## src/rtl/ann_pkg.sv

```systemverilog
// Shared widths, FSM state encoding and the output saturation helper for the
// neuron MAC sequencer and its datapath.
package ann_pkg;

    localparam int DATA_W = 16;
    localparam int FRAC   = 8;
    localparam int ACC_W  = 40;
    localparam int PROD_W = 2 * DATA_W;

    typedef enum logic [2:0] {
        ST_IDLE,
        ST_RUN,
        ST_DRAIN,
        ST_FINAL,
        ST_DONE
    } state_e;

    // Clamp a wide signed value into the Q8.8 range [0x8000, 0x7FFF].
    function automatic logic signed [DATA_W-1:0] sat16(input logic signed [ACC_W-1:0] v);
        logic [ACC_W-DATA_W:0] top;
        top = v[ACC_W-1:DATA_W-1];
        if (top == '0 || top == '1) begin
            return v[DATA_W-1:0];
        end else if (v[ACC_W-1]) begin
            return {1'b1, {(DATA_W-1){1'b0}}};
        end else begin
            return {1'b0, {(DATA_W-1){1'b1}}};
        end
    endfunction

endpackage

```

## src/rtl/neuron_mac_dp.sv

```systemverilog
// Datapath for one neuron: registered multiplier, 40-bit accumulator and the
// bias / rescale / saturate / ReLU output stage.
module neuron_mac_dp
    import ann_pkg::*;
#(
    parameter bit RELU_EN = 1'b1
) (
    input  logic                     clk_i,
    input  logic                     rst_ni,
    input  logic                     clr_i,
    input  logic                     acc_en_i,
    input  logic                     fin_en_i,
    input  logic signed [DATA_W-1:0] bias_i,
    input  logic signed [DATA_W-1:0] w_i,
    input  logic signed [DATA_W-1:0] x_i,
    output logic signed [DATA_W-1:0] out_data_o
);

    logic signed [PROD_W-1:0] prod_q;
    logic                     rd_vld_q;
    logic signed [ACC_W-1:0]  acc_q;
    logic signed [DATA_W-1:0] bias_q;
    logic signed [DATA_W-1:0] out_q;

    logic signed [PROD_W-1:0] prod_d;
    logic signed [ACC_W-1:0]  prod_ext;
    logic signed [ACC_W-1:0]  bias_ext;
    logic signed [ACC_W-1:0]  sum;
    logic signed [ACC_W-1:0]  res;
    logic signed [DATA_W-1:0] res_d;

    assign prod_d   = w_i * x_i;
    assign prod_ext = $signed({{(ACC_W-PROD_W){prod_q[PROD_W-1]}}, prod_q});
    assign bias_ext = $signed({{(ACC_W-DATA_W){bias_q[DATA_W-1]}}, bias_q});

    // NOTE: every variable written here gets a value on every path first, so no latch is inferred.
    always_comb begin
        sum   = acc_q + (bias_ext <<< FRAC);
        res   = sum >>> FRAC;
        res_d = sat16(res);
        if (RELU_EN && res_d[DATA_W-1]) begin
            res_d = '0;
        end
    end

    // The product is registered on the beat the memories return data; it is
    // folded into the accumulator one cycle later, qualified by rd_vld_q.
    // NOTE: state uses non-blocking assignments so all registers update from pre-edge values.
    always_ff @(posedge clk_i or negedge rst_ni) begin
        if (!rst_ni) begin
            prod_q   <= '0;
            rd_vld_q <= 1'b0;
            acc_q    <= '0;
            bias_q   <= '0;
            out_q    <= '0;
        end else begin
            if (clr_i) begin
                rd_vld_q <= 1'b0;
                acc_q    <= '0;
                bias_q   <= bias_i;
            end else begin
                rd_vld_q <= acc_en_i;
                if (acc_en_i) begin
                    prod_q <= prod_d;
                end
                if (rd_vld_q) begin
                    acc_q <= acc_q + prod_ext;
                end
            end
            if (fin_en_i) begin
                out_q <= res_d;
            end
        end
    end

    assign out_data_o = out_q;

endmodule

```

## src/rtl/neuron_mac_sequencer.sv

```systemverilog
// Sweeps one neuron's weight and activation memories, accumulates the dot
// product through neuron_mac_dp and presents the result on a valid/ready port.
module neuron_mac_sequencer
    import ann_pkg::*;
#(
    parameter int N_IN    = 28,
    parameter int ADDR_W  = 5,
    parameter bit RELU_EN = 1'b1
) (
    input  logic                     clk_i,
    input  logic                     rst_ni,
    input  logic                     start_i,
    input  logic signed [DATA_W-1:0] bias_i,
    output logic                     busy_o,
    output logic [ADDR_W-1:0]        addr_o,
    output logic                     en_o,
    output logic                     we_o,
    input  logic signed [DATA_W-1:0] w_do_i,
    input  logic signed [DATA_W-1:0] x_do_i,
    output logic signed [DATA_W-1:0] out_data_o,
    output logic                     out_valid_o,
    input  logic                     out_ready_i
);

    localparam logic [ADDR_W-1:0] LAST_ADDR = ADDR_W'(N_IN - 1);

    state_e            state_q;
    logic [ADDR_W-1:0] addr_q;
    logic              en_q;
    logic              busy_q;
    logic              valid_q;

    logic clr;
    logic fin_en;

    assign clr    = (state_q == ST_IDLE) && start_i;
    assign fin_en = (state_q == ST_FINAL);

    // NOTE: the async reset covers only control and datapath registers; there is no memory array here to reset.
    always_ff @(posedge clk_i or negedge rst_ni) begin
        if (!rst_ni) begin
            state_q <= ST_IDLE;
            addr_q  <= '0;
            en_q    <= 1'b0;
            busy_q  <= 1'b0;
            valid_q <= 1'b0;
        end else begin
            case (state_q)
                ST_IDLE: begin
                    if (start_i) begin
                        state_q <= ST_RUN;
                        addr_q  <= '0;
                        en_q    <= 1'b1;
                        busy_q  <= 1'b1;
                    end
                end
                ST_RUN: begin
                    if (addr_q == LAST_ADDR) begin
                        state_q <= ST_DRAIN;
                        addr_q  <= '0;
                        en_q    <= 1'b0;
                    end else begin
                        addr_q <= addr_q + 1'b1;
                    end
                end
                ST_DRAIN: begin
                    state_q <= ST_FINAL;
                end
                ST_FINAL: begin
                    state_q <= ST_DONE;
                    valid_q <= 1'b1;
                end
                ST_DONE: begin
                    // Result stays put until the next layer takes it.
                    if (out_ready_i) begin
                        state_q <= ST_IDLE;
                        valid_q <= 1'b0;
                        busy_q  <= 1'b0;
                    end
                end
                default: begin
                    state_q <= ST_IDLE;
                    addr_q  <= '0;
                    en_q    <= 1'b0;
                    busy_q  <= 1'b0;
                    valid_q <= 1'b0;
                end
            endcase
        end
    end

    neuron_mac_dp #(
        .RELU_EN (RELU_EN)
    ) u_dp (
        .clk_i      (clk_i),
        .rst_ni     (rst_ni),
        .clr_i      (clr),
        .acc_en_i   (en_q),
        .fin_en_i   (fin_en),
        .bias_i     (bias_i),
        .w_i        (w_do_i),
        .x_i        (x_do_i),
        .out_data_o (out_data_o)
    );

    assign busy_o      = busy_q;
    assign addr_o      = addr_q;
    assign en_o        = en_q;
    assign we_o        = 1'b0;
    assign out_valid_o = valid_q;

endmodule

```

## config.mk

```make
export PLATFORM = sky130hd
export DESIGN_NAME = neuron_mac_sequencer
export DESIGN_NICKNAME = d
export VERILOG_FILES = /design/src/rtl/ann_pkg.sv /design/src/rtl/neuron_mac_dp.sv /design/src/rtl/neuron_mac_sequencer.sv
export SDC_FILE = /design/constraint.sdc
export NUM_CORES = 1
export LEC_CHECK = 0
export CAP_MARGIN = 20
export CORE_MARGIN = 1
export CORE_UTILIZATION = 50
export CTS_CLUSTER_SIZE = 24
export DETAILED_ROUTE_END_ITERATION = 10
export PLACE_DENSITY = 0.68
export SYNTH_ARGS = -nofsm -noshare
export SYNTH_HDL_FRONTEND = slang
export SYNTH_SLANG_ARGS = --single-unit
export TNS_END_PERCENT = 100
```

## constraint.sdc

```tcl
create_clock -name clk_i -period 4.25 [get_ports clk_i]
set_input_delay 0.85 -clock clk_i [delete_from_list [all_inputs] [get_ports clk_i]]
set_output_delay 0.85 -clock clk_i [all_outputs]
set_load 0.05 [all_outputs]
```

# Yosys cells after proc, flatten, opt, wreduce, memory -nomap -nowiden
# Cells that the tools add are included.
# totals
elab_cells,60
in_bits,52
register_bits,116
output_inout_bits,25
# classes
n_eq_ne,9
multipliers,1
bitwise,4
muxes,19
addsub,3
reduce_logical,14
# op_table
operator,n
$mux 40,2
$add 40x24->40,1
$add 40x32->40,1
$mul 16x16->32,1
$mux 16,2
$eq 25x25->1 const B,1
$logic_not 25->1,1
$mux 15,1
$pmux 3 s5,1
$pmux 5 s3,1
$mux 5,2
$mux 3,3
$pmux 1 s3,3
$reduce_and 3->1,3
$reduce_or 3->1,3
$eq 3x2->1 const B,2
$ne 2x2->1 const B,3
$reduce_and 2->1,3
$add 5x1->5 const B,1
$eq 5x5->1 const B,1
$mux 1,4
$not 1->1,4
$eq 3x1->1 const B,1
$eq 3x3->1 const B,1
4 further kinds,4

# Logic depth before layout (Yosys ltp)
# depth
word_depth,5
mapped_depth,26
mapped_depth_nobuf,25

# Cells and area by module
# A second synthesis with hierarchy kept.
# unflattened
hier_cells,1981
area_unflattened_um2,17953.5
# modules_own_cells
mod,area_per_inst_um2,n_inst,seq_area_each_um2,cells_per_inst
neuron_mac_dp,17340.4,1,2602.5,1918
neuron_mac_sequencer,613.1,1,275.3,63

# Least setup slack after synthesis
# No wires, ideal clock.
# synth_path
kind,input -> register
from,input port w_do_i[15]
to,register u_dp.prod_q[30]
arrival_time_ns,6.606
required_time_ns,4.151
path_slack_ns,-2.455
setup_time_ns,0.099
path_stages,22
path_buffers,1
path_cell_list,clkbuf_1 > nand2_1 > inv_1 > fa_1 > fa_1 > inv_1 > fa_1 > fa_1 > fa_1 > fa_1 > inv_1 > ha_1 > and3_1 > and3_1 > and3_1 > a21oi_1 > o21ai_0 > o41ai_1 > nor2b_1 > nor2_1 > nor3_1 > a311oi_1
# synth_via
elab_chain_len,1
# synth_lines
item,line_no,source
from (decl),neuron_mac_sequencer.sv:18,"input logic signed [DATA_W-1:0] w_do_i,"
$mul 16x16->32,neuron_mac_dp.sv:32,assign prod_d = w_i * x_i;
to (signal assigned),neuron_mac_dp.sv:64,prod_q <= prod_d;
to (decl),neuron_mac_dp.sv:19,logic signed [PROD_W-1:0] prod_q;
# Every way passes these cells.
# A chain may end at the register's enable or synchronous reset.

# Final worst setup path
# Same ends and word-level chain as after synthesis.

==> results.sh <==
export IMPL_drive_above_1_share_pct=21.2
export IMPL_antenna_found_initial=0
export IMPL_clock_root_buffer="clkbuf_16"
export IMPL_tightest_slew_ps=728
export IMPL_cts_buffers=17
export IMPL_arrival_ps=6440
export IMPL_finalSetupViolCount=25
export IMPL_track_usage_pct=25.5
export IMPL_place_gp_congestion=0.878
export IMPL_max_freq_mhz=164
export IMPL_fin_crit_ps=6110
export IMPL_die_w_um=193
export IMPL_cts_tree="yes"
export IMPL_syn_area_um2=18200
export IMPL_cp_max_fo=5
export IMPL_place_inst=2715
export IMPL_clkLatencyLatePin_ps=430
export IMPL_hold_viol_final=0
export IMPL_synth_area_per_cell_um2=8.75
export IMPL_ys_flop_type="dfrtp_1"
export IMPL_maxSlewViolCount=0
export IMPL_ys_async_sr_fraction_pct=100
export IMPL_placedInstanceArea_um2=20900
export IMPL_synth_edf_count=0
export IMPL_drt_wl_total_um=45500
export IMPL_numPortBuffers=74
export IMPL_cp_end_kind="flip-flop"
export IMPL_dieArea_um2=37100
export IMPL_cp_required_ps=4580
export IMPL_synthToLayoutAreaGrowth_pct=25.0
export IMPL_vias_per_cell=5.41
export IMPL_ys_warn_count=0
export IMPL_start_kind="primary input"
export IMPL_die_h_um=193
export IMPL_ys_types=76
export IMPL_grt_ovfl_total=0
export IMPL_hold_class="primary input to async pin"
export IMPL_nets=2801
export IMPL_wire_per_inst_um=16.2
export IMPL_initial_utilization_pct=50.9
export IMPL_num_vias=15200
export IMPL_path_clk_slew_ps=60
export IMPL_diodes=0
export IMPL_dr_first_iter_drc_count=781
export IMPL_final_cells=2806
export IMPL_cts_htree_levels=4
export IMPL_post_route_util_pct=63.7
export IMPL_yosysSeqAreaShare_pct=15.9
export IMPL_fp_row_count=69
export IMPL_grt_max_degree=64
export IMPL_drcViolationCount=16
export IMPL_ys_ff_latch=115
export IMPL_grt_pass1_vias=15700
export IMPL_synth_cells=2075
export IMPL_critical_path_class="primary input to flip-flop"
export IMPL_grt_pass1_wl_um=75600
export IMPL_coreArea_um2=35700
export IMPL_ios=77
export IMPL_violations="DRC, setup timing"
export IMPL_clock_sinks=115
export IMPL_finClkSkew_ps=10.9
export IMPL_rsz0062_at_grt="true"
export IMPL_clockBufferDepth=2
export IMPL_max_cap_viol_count=0
export IMPL_fin_setup_tns_ps=-33230
export IMPL_dpl_hpwl_um=35800
export IMPL_setup_slack_ps=-1860
export IMPL_slew_headroom_pct=51.5
export IMPL_outcome="finished, violations left"
export IMPL_min_period_over_period_pct=144
export IMPL_drtPass1Iterations=8
export IMPL_finalInstanceArea_um2=22700
export IMPL_ant_nets=0
[path summary, 6_finish.rpt]
kind / startpoint / cells after the start / slack, ps / endpoint
worst max-delay path: w_do_i[15] / 24 / -1860 / u_dp.prod_q[30]
worst min-delay path: rst_ni / 1 / 470 / u_dp.bias_q[15]
worst max register to register: u_dp.acc_q[8] / 12 / 530 / u_dp.out_data_o[5]
worst min register to register: u_dp.prod_q[14] / 2 / 490 / u_dp.prod_q[14]
max in group asynchronous: rst_ni / 2 / 3010 / u_dp.acc_q[20]
min in group clk_i: u_dp.prod_q[14] / 2 / 490 / u_dp.prod_q[14]
[state kept, by name, summed over array words and instances (netlist names)]
signal           flops
u_dp.rd_vld_q        1
u_dp.bias_q         16
out_valid_o          1
busy_o               1
en_o                 1
u_dp.out_data_o     15
state_q              3
u_dp.acc_q          40
u_dp.prod_q         32
addr_o               5
[cells in the mapped netlist, drive strengths merged (6+ instances only)]
library cell / number / share of area, %
a211oi: 21 / 0.87
a21o: 51 / 2.1
a21oi: 95 / 2.6
a31oi: 28 / 0.96
and2: 117 / 4.0
and3: 11 / 0.38
buf: 12 / 0.37
clkbuf: 62 / 1.3
dfrtp: 115 / 16
fa: 264 / 29
ha: 153 / 11
inv: 347 / 7.2
mux2i: 23 / 1.3
nand2: 265 / 5.5
nand2b: 22 / 0.76
nand3: 34 / 0.94
nand4: 6 / 0.21
nor2: 102 / 2.1
nor2b: 12 / 0.41
nor3: 23 / 0.66
o211ai: 10 / 0.41
o21a: 14 / 0.58
o21ai: 97 / 2.7
o21bai: 10 / 0.41
o221ai: 18 / 0.87
o31ai: 9 / 0.37
or3: 7 / 0.24
xnor2: 49 / 2.4
xor2: 29 / 1.4
[metrics by stage]
stage | hold slack, ps | worst slack [ps]
final | 467 | -1860
after global routing | 504 | -2080
after CTS | 491 | -1740
after detailed placement | 472 | -2730
after global placement | 465 | -2610
after floorplan | 452 | -1960
[final cells by class]
class	count	area, µm²
inverter	347	1310
clock inverter	15	148
clock buffer	17	425
multi-input combinational	1540	14500
fill	2932	13000
sequential	115	2880
timing repair buffer	311	2870
tap	461	577
[worst max-delay path, stage by stage]
cell	delay, ps
buf_8	110
buf_6	120
nand2_4	60
inv_4	40
buf_6	110
fa_2	640
buf_6	120
fa_2	470
buf_4	170
fa_2	480
fa_2	580
fa_1	430
fa_1	540
ha_4	210
and3_4	170
and3_4	170
and3_4	180
a21oi_2	140
o21ai_2	100
o41ai_4	240
nor2b_1	80
nor2_1	140
nor3_1	60
a311oi_1	230
[cell families after synthesis]
| kind of cell | synth area share [%] |
|---|---|
| buffers and inverters | 8.82 |
| AND/OR/NAND/NOR | 16.6 |
| flip-flops | 15.9 |
| multiplexers | 1.58 |
| AO/OA/AOI/OAI | 13.7 |
| adder cells (fa/ha/maj) | 39.7 |
| other | 0.0207 |
| XOR/XNOR | 3.76 |
[layer usage]
layer | wire (µm) | up-vias | GRT usage (%)
met2 | 22500 | 362 | 44.5
met4 | 1240 | 0 | 9.45
li1 | - | 7270 | -
met3 | 1620 | 78 | 2.51
met1 | 20100 | 7470 | 32.8
met5 | 0 | - | 0
[repair_timing]
| action | CTS | global route |
|---|---|---|
| setup endpoints to repair | 26 | 26 |
| gates cloned | 7 | 0 |
| pin swaps | 119 | 90 |
| buffers inserted | 38 | 19 |
| hold buffers | 0 | 0 |
| resized for setup | 278 | 89 |
[cells in the final DEF, fill, tap and decap left out, drive strengths merged, types with 4 or more instances in the layout]
cell type,count
nor2,102
or4,4
or3,7
buf,263
ha,153
a21o,51
xnor2,49
o211ai,10
o21bai,10
o31ai,9
a21oi,95
and2,117
xor2,29
mux2,5
nor3,23
nor3b,4
and4,5
dfrtp,115
clkbuf,20
o221ai,18
o21ai,97
a31oi,28
and3,11
nand2,265
a21boi,4
o21a,14
nand3,34
nor2b,12
fa,264
a211oi,21
nand4,6
mux2i,23
clkdlybuf4s50,42
clkinv,4
nand2b,22
inv,353
clkinvlp,4
Power is not shown: default switching activity piles up to over one toggle a cycle in this logic, so the estimate is an artifact.
